`config.mk`:
```
export PLATFORM = sky130hd
export DESIGN_NAME = serial_cmp_sequencer
export DESIGN_NICKNAME = d
export VERILOG_FILES = /design/src/rtl/serial_cmp_sequencer_pkg.sv /design/src/rtl/serial_cmp_sequencer_cmp_bit_cell.sv /design/src/rtl/serial_cmp_sequencer.sv
export SDC_FILE = /design/constraint.sdc
export NUM_CORES = 1
export LEC_CHECK = 0
export ABC_CLOCK_PERIOD_IN_PS = 6350
export CAP_MARGIN = 0
export CELL_PAD_IN_SITES_DETAIL_PLACEMENT = 1
export CELL_PAD_IN_SITES_GLOBAL_PLACEMENT = 2
export CORE_MARGIN = 5
export CORE_UTILIZATION = 33
export DETAILED_ROUTE_END_ITERATION = 12
export PLACE_DENSITY = 0.89
export SLEW_MARGIN = 10
export SYNTH_ARGS = -nofsm -noshare
export SYNTH_HDL_FRONTEND = slang
export SYNTH_HIERARCHICAL = 1
export SYNTH_SLANG_ARGS = --single-unit
```
`constraint.sdc`:
```
create_clock -name clk -period 6.35 [get_ports clk]
set_clock_uncertainty 0.2 [all_clocks]
set_input_delay 1.27 -clock clk [delete_from_list [all_inputs] [get_ports clk]]
set_output_delay 1.27 -clock clk [all_outputs]
set_load 0.005 [all_outputs]
```
`src/rtl/serial_cmp_sequencer_pkg.sv`:
```
// Shared state encodings and flag-bus bit positions for the serial comparator.
// Flags travel as a 3-bit bus {gt, eq, lt}.
package serial_cmp_sequencer_pkg;

    typedef enum logic [1:0] {
        ST_IDLE = 2'd0,
        ST_RUN  = 2'd1,
        ST_DONE = 2'd2
    } state_t;

    localparam int FLAG_GT = 2;
    localparam int FLAG_EQ = 1;
    localparam int FLAG_LT = 0;

    localparam logic [2:0] FLAGS_CLEAR = 3'b000;
    localparam logic [2:0] FLAGS_START = 3'b010;

endpackage

```
`src/rtl/serial_cmp_sequencer_cmp_bit_cell.sv`:
```
// One-bit magnitude compare cell, combinational, MSB-first priority:
// only an undecided (eq) comparison can be resolved by the current bit.
module cmp_bit_cell (
    input  logic a_bit,
    input  logic b_bit,
    input  logic gt_in,
    input  logic eq_in,
    input  logic lt_in,
    output logic gt_out,
    output logic eq_out,
    output logic lt_out
);

    always_comb begin
        gt_out = gt_in;
        eq_out = eq_in;
        lt_out = lt_in;
        if (eq_in && a_bit && !b_bit) begin
            gt_out = 1'b1;
            eq_out = 1'b0;
        end else if (eq_in && !a_bit && b_bit) begin
            lt_out = 1'b1;
            eq_out = 1'b0;
        end
    end

endmodule

```
`src/rtl/serial_cmp_sequencer.sv`:
```
// Serial magnitude comparator: one bit per cycle MSB first, k cycles from accept to
// res_valid; start_ready only in IDLE, result held in DONE until res_ready.
module serial_cmp_sequencer
    import serial_cmp_sequencer_pkg::*;
#(
    parameter int WIDTH      = 8,
    parameter int EARLY_EXIT = 1,
    parameter int CNT_W      = $clog2(WIDTH + 1)
) (
    input  logic             clk,
    input  logic             rst,
    input  logic             start_valid,
    output logic             start_ready,
    input  logic [WIDTH-1:0] a,
    input  logic [WIDTH-1:0] b,
    output logic             res_valid,
    input  logic             res_ready,
    output logic             gt,
    output logic             eq,
    output logic             lt,
    output logic [CNT_W-1:0] bits_used
);

    localparam int IDX_W = $clog2(WIDTH);

    state_t           r_state;
    state_t           w_state_nxt;
    logic [IDX_W-1:0] r_idx;
    logic [WIDTH-1:0] r_a;
    logic [WIDTH-1:0] r_b;
    logic [2:0]       r_flags;
    logic [CNT_W-1:0] r_bits_used;

    logic [2:0]       w_cell_flags;
    logic             w_accept;
    logic             w_last_bit;
    logic             w_decided;
    logic             w_run_exit;

    cmp_bit_cell u_cell (
        .a_bit  (r_a[r_idx]),
        .b_bit  (r_b[r_idx]),
        .gt_in  (r_flags[FLAG_GT]),
        .eq_in  (r_flags[FLAG_EQ]),
        .lt_in  (r_flags[FLAG_LT]),
        .gt_out (w_cell_flags[FLAG_GT]),
        .eq_out (w_cell_flags[FLAG_EQ]),
        .lt_out (w_cell_flags[FLAG_LT])
    );

    assign w_accept   = (r_state == ST_IDLE) && start_valid;
    assign w_last_bit = (r_idx == '0);
    // The cell clearing eq means this bit decided the outcome.
    assign w_decided  = r_flags[FLAG_EQ] && !w_cell_flags[FLAG_EQ];
    assign w_run_exit = w_last_bit || ((EARLY_EXIT != 0) && w_decided);

    always_ff @(posedge clk or posedge rst) begin
        if (rst) begin
            r_state <= ST_IDLE;
        end else begin
            r_state <= w_state_nxt;
        end
    end

    always_comb begin
        w_state_nxt = r_state;
        case (r_state)
            ST_IDLE: if (start_valid) w_state_nxt = ST_RUN;
            ST_RUN:  if (w_run_exit)  w_state_nxt = ST_DONE;
            ST_DONE: if (res_ready)   w_state_nxt = ST_IDLE;
            default: w_state_nxt = ST_IDLE;
        endcase
    end

    always_ff @(posedge clk or posedge rst) begin
        if (rst) begin
            r_idx       <= '0;
            r_a         <= '0;
            r_b         <= '0;
            r_flags     <= FLAGS_CLEAR;
            r_bits_used <= '0;
        end else if (w_accept) begin
            r_idx       <= IDX_W'(WIDTH - 1);
            r_a         <= a;
            r_b         <= b;
            r_flags     <= FLAGS_START;
            r_bits_used <= '0;
        end else if (r_state == ST_RUN) begin
            r_flags     <= w_cell_flags;
            r_bits_used <= r_bits_used + CNT_W'(1);
            // Exit at idx 0 takes precedence so the index never wraps.
            if (!w_run_exit) begin
                r_idx <= r_idx - IDX_W'(1);
            end
        end
    end

    assign start_ready = (r_state == ST_IDLE);
    assign res_valid   = (r_state == ST_DONE);
    assign gt          = r_flags[FLAG_GT];
    assign eq          = r_flags[FLAG_EQ];
    assign lt          = r_flags[FLAG_LT];
    assign bits_used   = r_bits_used;

endmodule

```
==> impl_metrics.xml, run 1 <==
<?xml version="1.0" encoding="UTF-8"?>
<metrics>
  <group name="setup_path">
    <metric name="cp.buffers_inverters" unit="">1</metric>
    <metric name="cp_slowest_cell" unit="">clkdlybuf4s50_1</metric>
    <metric name="setup.worst_path.class" unit="">flop to output pin</metric>
    <metric name="crit_path_end_kind" unit="">output pin</metric>
    <metric name="worst-path-max-fanout" unit="">7</metric>
    <metric name="path_cells" unit="">nor2b_1 -&gt; clkdlybuf4s50_1</metric>
    <metric name="crit_path_max_incr_delay" unit="ns">0.54</metric>
    <metric name="startpoint_type" unit="">flop</metric>
    <metric name="critPathArrivalTime" unit="ns">1.53</metric>
    <metric name="cp.required" unit="ns">4.88</metric>
    <metric name="critical_path.top_delay_family" unit="">buffers and inverters</metric>
  </group>
  <group name="power_and_ir_drop">
    <metric name="p_per_area" unit="nW/µm²">459.6</metric>
    <metric name="power.total" unit="mW">0.8073</metric>
    <metric name="maximum_vdd_drop" unit="V">0.0001635</metric>
    <metric name="leakagePower" unit="nW">0.8620</metric>
  </group>
  <group name="timing">
    <metric name="timing.max_slew.rel_slack" unit="%">31.29</metric>
    <metric name="timing.final.crit_share" unit="%">47.28</metric>
    <metric name="grt_setup_unrepaired" unit="">no</metric>
    <metric name="setup_total_negative_slack" unit="ns">0</metric>
    <metric name="number_of_hold_violations_in_the_final_report" unit="">0</metric>
    <metric name="worst-slew-pin-transition" unit="ns">1.024</metric>
    <metric name="fmax" unit="MHz">333.1</metric>
    <metric name="timing.final.max_slew_violations" unit="">0</metric>
    <metric name="period_minus_slack" unit="ns">3.002</metric>
    <metric name="report.final.setup_viol" unit="">0</metric>
  </group>
  <group name="floorplanning">
    <metric name="die_area" unit="µm²">5558</metric>
    <metric name="fp-row-count" unit="">23</metric>
    <metric name="start_util" unit="%">34.13</metric>
    <metric name="die-height" unit="µm">74.55</metric>
    <metric name="die_w" unit="µm">74.55</metric>
    <metric name="placeableCoreArea" unit="µm²">4029</metric>
    <metric name="ioPinCount" unit="">29</metric>
  </group>
  <group name="route">
    <metric name="dr.first_iter.drc_count" unit="">31</metric>
    <metric name="route.detailed.wl_per_inst" unit="µm">15.15</metric>
    <metric name="firstDrtPassIters" unit="">4</metric>
    <metric name="detail_route.vias_per_cell" unit="">5.009</metric>
    <metric name="antenna_violating_nets_post_route" unit="">0</metric>
    <metric name="drc" unit="">0</metric>
    <metric name="route.vias.total" unit="">1092</metric>
    <metric name="postRouteWirelength" unit="µm">3303</metric>
  </group>
  <group name="global_routing">
    <metric name="grt_first_pass_wirelength" unit="µm">5727</metric>
    <metric name="largest_net_degree_at_the_start_of_global_routing" unit="">29</metric>
    <metric name="grt_usage" unit="%">13.49</metric>
    <metric name="grt_pass1_vias" unit="">1202</metric>
    <metric name="gr-total-overflow" unit="">0</metric>
    <metric name="initial_antenna_violation_count" unit="">0</metric>
  </group>
  <group name="clock_network">
    <metric name="worstSkewPairLatency" unit="ns">0.28</metric>
    <metric name="cts_buffer_depth" unit="">2</metric>
    <metric name="postCtsHoldBufs" unit="">0</metric>
    <metric name="cts_made_buffers" unit="">3</metric>
    <metric name="ctsHtreeMaxLevel" unit="">1</metric>
    <metric name="post_cts.resized_instances" unit="">0</metric>
    <metric name="cts_root_buf" unit="">clkbuf_8</metric>
    <metric name="post_cts_buffers" unit="">0</metric>
    <metric name="clk_transition_reported_paths" unit="ns">0.10</metric>
    <metric name="clock_sink_total" unit="">28</metric>
    <metric name="clock_tree_from_tritoncts" unit="">built</metric>
  </group>
  <group name="synth">
    <metric name="syn_nets" unit="">167</metric>
    <metric name="synthDominantCellAreaShare" unit="%">50.96</metric>
    <metric name="cell_taking_the_most_area_after_synthesis" unit="">dfrtp_1</metric>
    <metric name="ys_types" unit="">27</metric>
    <metric name="ys_warn_count" unit="">6</metric>
    <metric name="syn-mean-instance-area" unit="µm²">9.549</metric>
    <metric name="netlist_top_cells_count" unit="">60 x nand2_1, 28 x dfrtp_1, 8 x nand3_1</metric>
    <metric name="yosys-top-cells-area" unit="">dfrtp_1 51%, nand2_1 16%, mux4_1 7.6%</metric>
    <metric name="synth_sequential_area_ratio" unit="%">50.96</metric>
    <metric name="top_reg_cell_synth" unit="">dfrtp_1</metric>
    <metric name="postSynth.asyncResetShare" unit="%">100.0</metric>
    <metric name="netlist_instances" unit="">144</metric>
    <metric name="ys_seq_elements" unit="">28</metric>
    <metric name="yosysMostFrequentCell" unit="">nand2_1</metric>
    <metric name="synth-edff-count" unit="">0</metric>
    <metric name="synth_area" unit="µm²">1375</metric>
  </group>
  <group name="place">
    <metric name="dp.final_hpwl" unit="µm">2333</metric>
    <metric name="gp_routability_congestion" unit="">0.7253</metric>
    <metric name="placement.io_buffers" unit="">28</metric>
  </group>
  <group name="flow_run">
    <metric name="drv.max_cap_violation_count" unit="">0</metric>
  </group>
  <group name="final_layout">
    <metric name="nets" unit="">192</metric>
    <metric name="areaGrowthSynthToFinish" unit="%">27.75</metric>
    <metric name="drive_gt1_share" unit="%">4.167</metric>
    <metric name="insertedDiodeCount" unit="">0</metric>
  </group>
  <group name="outcome">
    <metric name="run_status" unit="">complete, no violations</metric>
  </group>
  <group name="worst_hold_path">
    <metric name="hold_class" unit="">flop to flop</metric>
  </group>
</metrics>
## final timing paths
path                       slack (ns)  cells after the start      endpoint        from
min reg2reg                      0.28                      2        r_b[6]      r_b[6]
min                              0.28                      2        r_b[6]      r_b[6]
max in group asynchronous        4.27                      2  bits_used[0]         rst
min in group asynchronous        1.21                      2        r_b[2]         rst
max                              3.35                      2     res_valid  r_state[1]
max reg2reg                      3.62                      7    r_state[1]    r_idx[0]
## placed cells by master, fill, tap and decap left out, drive strengths merged, types with 2 or more instances in the layout
cell	count
o21bai	2
mux4	4
dfrtp	28
ha	3
clkbuf	3
inv	3
xor2	2
nor2	4
mux2	2
o21ai	2
clkdlybuf4s50	28
nand2	60
mux2i	2
nand2b	3
nand3	8
nor2b	2
## layout make-up
class,instances,area [µm²]
fill,476,2272
clock inverter,1,30.03
timing repair buffer,28,280.3
sequential,28,700.7
clock buffer,3,41.29
multi-input combinational,104,626.9
inverter,4,15.01
tap,50,62.56
## kinds of logic after synthesis
| kind of cell | share of synthesized area (%) |
|---|---|
| AOI/OAI and AO/OA | 3.094 |
| and+or+nand+nor | 26.30 |
| DFF | 50.96 |
| xor gates and xnor gates | 1.911 |
| adders and majority gates | 2.730 |
| buffers and inverters | 4.276 |
| muxes | 10.74 |
## worst reg2reg max path: stages (launching register included)
cell      delay [ns]
dfrtp_1         0.53
mux4_1          0.62
mux2_2          0.32
xnor2_1         0.17
and2_1          0.16
nand2b_1        0.17
nand3_1         0.16
a22o_1          0.29
## flip-flops by register name (all words and copies together), names as in the netlist
register / flops
bits_used: 4
r_idx: 3
r_a: 8
r_state: 2
r_b: 8
r_flags: 3
## stage by stage
step                      worst slack [ns]  hold slack [ns]  utilization, %  instance area [µm²]  cells
after floorplan                      3.990           0.2373               -                 1375    144
after global placement               3.025           0.2515           41.68                 1679    214
after detailed placement             2.930           0.2634           41.68                 1679    214
after CTS                            3.232           0.2890           43.45                 1750    218
after global routing                 3.230           0.3092           43.60                 1757    218
final                                3.348           0.2813           43.60                 1757    218
## metal layers
layer | track usage (%) | part of all wire [%]
met1 | 16.69 | 43
met2 | 22.93 | 51
met3 | 2.027 | 3.3
met4 | 6.522 | 2.5
met5 | 0 | 0
## report_power, final
part | total (mW) | switching (mW) | internal, mW
sequential | 0.324 | 0.0685 | 0.255
clock | 0.144 | 0.0593 | 0.0845
combinational | 0.340 | 0.168 | 0.172
total | 0.807 | 0.295 | 0.512
(Power assumes the default switching activity.)
==> run 2: changes to the inputs <==
- ABC_CLOCK_PERIOD_IN_PS: 6350 -> 3000
- CORE_UTILIZATION: 33 -> 30
- PLACE_DENSITY: 0.89 -> 0.82
- clock period: 6.35 -> 3 ns (I/O delays scaled with it)
==> run 2 against run 1 <==
Net effect: die area up 8.6%; final cell count rose by 1.8%; highest routed layer unchanged; worst setup slack got worse by 3.0 ns; sequential power is 110% higher; count of clock-buffer cells in the layout increased by 1; routed wire length shrank 5.1%; hold slack got worse by 0.0079 ns; critical path type is now flop to flop; largest cell class unchanged; register-to-register slack worse by 3.3 ns.
==> impl_metrics.xml, run 2 (same netlist as run 1, synthesis figures left out) <==
<?xml version="1.0" encoding="UTF-8"?>
<metrics>
  <group name="clock_network">
    <metric name="cts_root_buf" unit="">clkbuf_8</metric>
    <metric name="ctsHtreeMaxLevel" unit="">1</metric>
    <metric name="postCtsHoldBufs" unit="">0</metric>
    <metric name="cts_buffer_depth" unit="">2</metric>
    <metric name="post_cts_buffers" unit="">0</metric>
    <metric name="worstSkewPairLatency" unit="ns">0.28</metric>
    <metric name="clock_tree_from_tritoncts" unit="">built</metric>
    <metric name="clk_transition_reported_paths" unit="ns">0.09</metric>
    <metric name="clock_sink_total" unit="">28</metric>
    <metric name="cts_made_buffers" unit="">3</metric>
    <metric name="post_cts.resized_instances" unit="">0</metric>
  </group>
  <group name="timing">
    <metric name="grt_setup_unrepaired" unit="">no</metric>
    <metric name="worst-slew-pin-transition" unit="ns">0.8058</metric>
    <metric name="setup_total_negative_slack" unit="ns">0</metric>
    <metric name="period_minus_slack" unit="ns">2.661</metric>
    <metric name="timing.final.crit_share" unit="%">88.69</metric>
    <metric name="report.final.setup_viol" unit="">0</metric>
    <metric name="timing.max_slew.rel_slack" unit="%">46.28</metric>
    <metric name="number_of_hold_violations_in_the_final_report" unit="">0</metric>
    <metric name="timing.final.max_slew_violations" unit="">0</metric>
    <metric name="fmax" unit="MHz">375.8</metric>
  </group>
  <group name="final_layout">
    <metric name="layout.cells.most_common" unit="">nand2_1</metric>
    <metric name="insertedDiodeCount" unit="">0</metric>
    <metric name="layout.cells.most_common_list" unit="">60 x nand2_1, 28 x dfrtp_1, 28 x clkdlybuf4s50_1</metric>
    <metric name="drive_gt1_share" unit="%">5.294</metric>
    <metric name="final_core_utilization" unit="%">39.68</metric>
    <metric name="areaGrowthSynthToFinish" unit="%">27.39</metric>
    <metric name="nets" unit="">194</metric>
  </group>
  <group name="floorplanning">
    <metric name="fp-row-count" unit="">24</metric>
    <metric name="die_w" unit="µm">77.70</metric>
    <metric name="ioPinCount" unit="">29</metric>
    <metric name="start_util" unit="%">31.15</metric>
    <metric name="die_area" unit="µm²">6037</metric>
    <metric name="placeableCoreArea" unit="µm²">4414</metric>
    <metric name="die-height" unit="µm">77.70</metric>
  </group>
  <group name="global_routing">
    <metric name="largest_net_degree_at_the_start_of_global_routing" unit="">29</metric>
    <metric name="grt_pass1_vias" unit="">1148</metric>
    <metric name="initial_antenna_violation_count" unit="">0</metric>
    <metric name="gr-total-overflow" unit="">0</metric>
    <metric name="grt_first_pass_wirelength" unit="µm">5382</metric>
    <metric name="grt_usage" unit="%">10.94</metric>
  </group>
  <group name="route">
    <metric name="dr.first_iter.drc_count" unit="">76</metric>
    <metric name="detail_route.vias_per_cell" unit="">4.752</metric>
    <metric name="route.vias.total" unit="">1055</metric>
    <metric name="postRouteWirelength" unit="µm">3136</metric>
    <metric name="firstDrtPassIters" unit="">4</metric>
    <metric name="route.detailed.wl_per_inst" unit="µm">14.13</metric>
    <metric name="antenna_violating_nets_post_route" unit="">0</metric>
    <metric name="drc" unit="">0</metric>
  </group>
  <group name="outcome">
    <metric name="run_status" unit="">complete, no violations</metric>
  </group>
  <group name="setup_path">
    <metric name="cp.required" unit="ns">2.97</metric>
    <metric name="setup.worst_path.class" unit="">flop to flop</metric>
    <metric name="crit_path_max_incr_delay" unit="ns">0.61</metric>
    <metric name="path_cells" unit="">mux4_1 -&gt; mux2_2 -&gt; xnor2_1 -&gt; and2_1 -&gt; nand2b_1 -&gt; nand3_1 -&gt; a22o_1</metric>
    <metric name="crit_path_end_kind" unit="">flop</metric>
    <metric name="startpoint_type" unit="">flop</metric>
    <metric name="worst-path-max-fanout" unit="">7</metric>
    <metric name="critPathArrivalTime" unit="ns">2.63</metric>
    <metric name="reg2reg_setup_slack" unit="ns">0.34</metric>
    <metric name="cp_slowest_cell" unit="">mux4_1</metric>
  </group>
  <group name="power_and_ir_drop">
    <metric name="leakagePower" unit="nW">0.8672</metric>
    <metric name="p_per_area" unit="nW/µm²">922.2</metric>
    <metric name="maximum_vdd_drop" unit="V">0.0002785</metric>
  </group>
  <group name="place">
    <metric name="gp_routability_congestion" unit="">0.7220</metric>
    <metric name="dp.final_hpwl" unit="µm">2271</metric>
    <metric name="placement.io_buffers" unit="">28</metric>
  </group>
  <group name="worst_hold_path">
    <metric name="hold_class" unit="">flop to flop</metric>
  </group>
  <group name="flow_run">
    <metric name="drv.max_cap_violation_count" unit="">0</metric>
  </group>
</metrics>
## run 2: changes by cell type in the layout (fill, tap and decap cells not counted)
cell | previous run | this run
bufinv_16 | 1 | 0
buf_4 | 0 | 2
clkinv_1 | 1 | 0
clkbuf_8 | 3 | 4
inv_1 | 3 | 4
nor3b_4 | 1 | 0
nor3b_2 | 0 | 1
## run 2: final timing paths
check | startpoint | endpoint | depth (start not counted)
hold reg to reg | r_b[1] | r_b[1] | 2
max in group asynchronous | rst | r_state[1] | 3
min in group asynchronous | rst | r_flags[0] | 3
setup reg to reg | r_idx[0] | r_state[1] | 7
setup / recovery | r_idx[0] | r_state[1] | 7
hold / removal | r_b[1] | r_b[1] | 2
## run 2: worst max-delay path, delay by kind of cell (launching register included)
kind	cells	cell delay, ns
AOI/OAI and AO/OA	1	0.29
xor gates and xnor gates	1	0.15
DFF	1	0.52
muxes	2	0.93
and+or+nand+nor	3	0.46
## run 2: metrics by stage
step / area [µm²] / setup WS (ns) / hold WS (ns) / instances / power, mW
finish: 1752 / 0.3392 / 0.2734 / 222 / 1.615
global route: 1752 / 0.1995 / 0.3056 / 222 / 1.768
CTS: 1752 / 0.3292 / 0.2801 / 222 / 1.646
detailed placement: 1697 / 0.3794 / 0.2569 / 218 / 1.406
global placement: 1697 / 0.4560 / 0.2586 / 218 / 1.376
floorplan: 1375 / 0.6397 / 0.2373 / 144 / 1.165
## run 2: final cells by class
type / instances / area, µm²
fill: 491 / 2663
sequential: 28 / 700.7
multi-input combinational: 104 / 620.6
timing repair buffer: 30 / 295.3
tap: 52 / 65.06
clock buffer: 4 / 55.05
inverter: 4 / 15.01
## run 2: report_power, final
part | internal (mW) | leakage (nW) | switching [mW] | total [mW]
Sequential | 0.540 | 0.344 | 0.140 | 0.680
Combinational | 0.367 | 0.494 | 0.334 | 0.701
Clock | 0.118 | 0.0288 | 0.116 | 0.234
Total | 1.03 | 0.867 | 0.590 | 1.62
## run 2: per-layer routing
metal | share of wire (%) | GRT usage, % | vias to the layer above | wire length, µm
met5 | 0 | 0 | - | 0
met4 | 1.2 | 3.952 | 0 | 39
met3 | 2.6 | 2.199 | 4 | 81
met2 | 50 | 18.20 | 15 | 1575
met1 | 46 | 14.01 | 516 | 1440
li1 | - | - | 520 | -
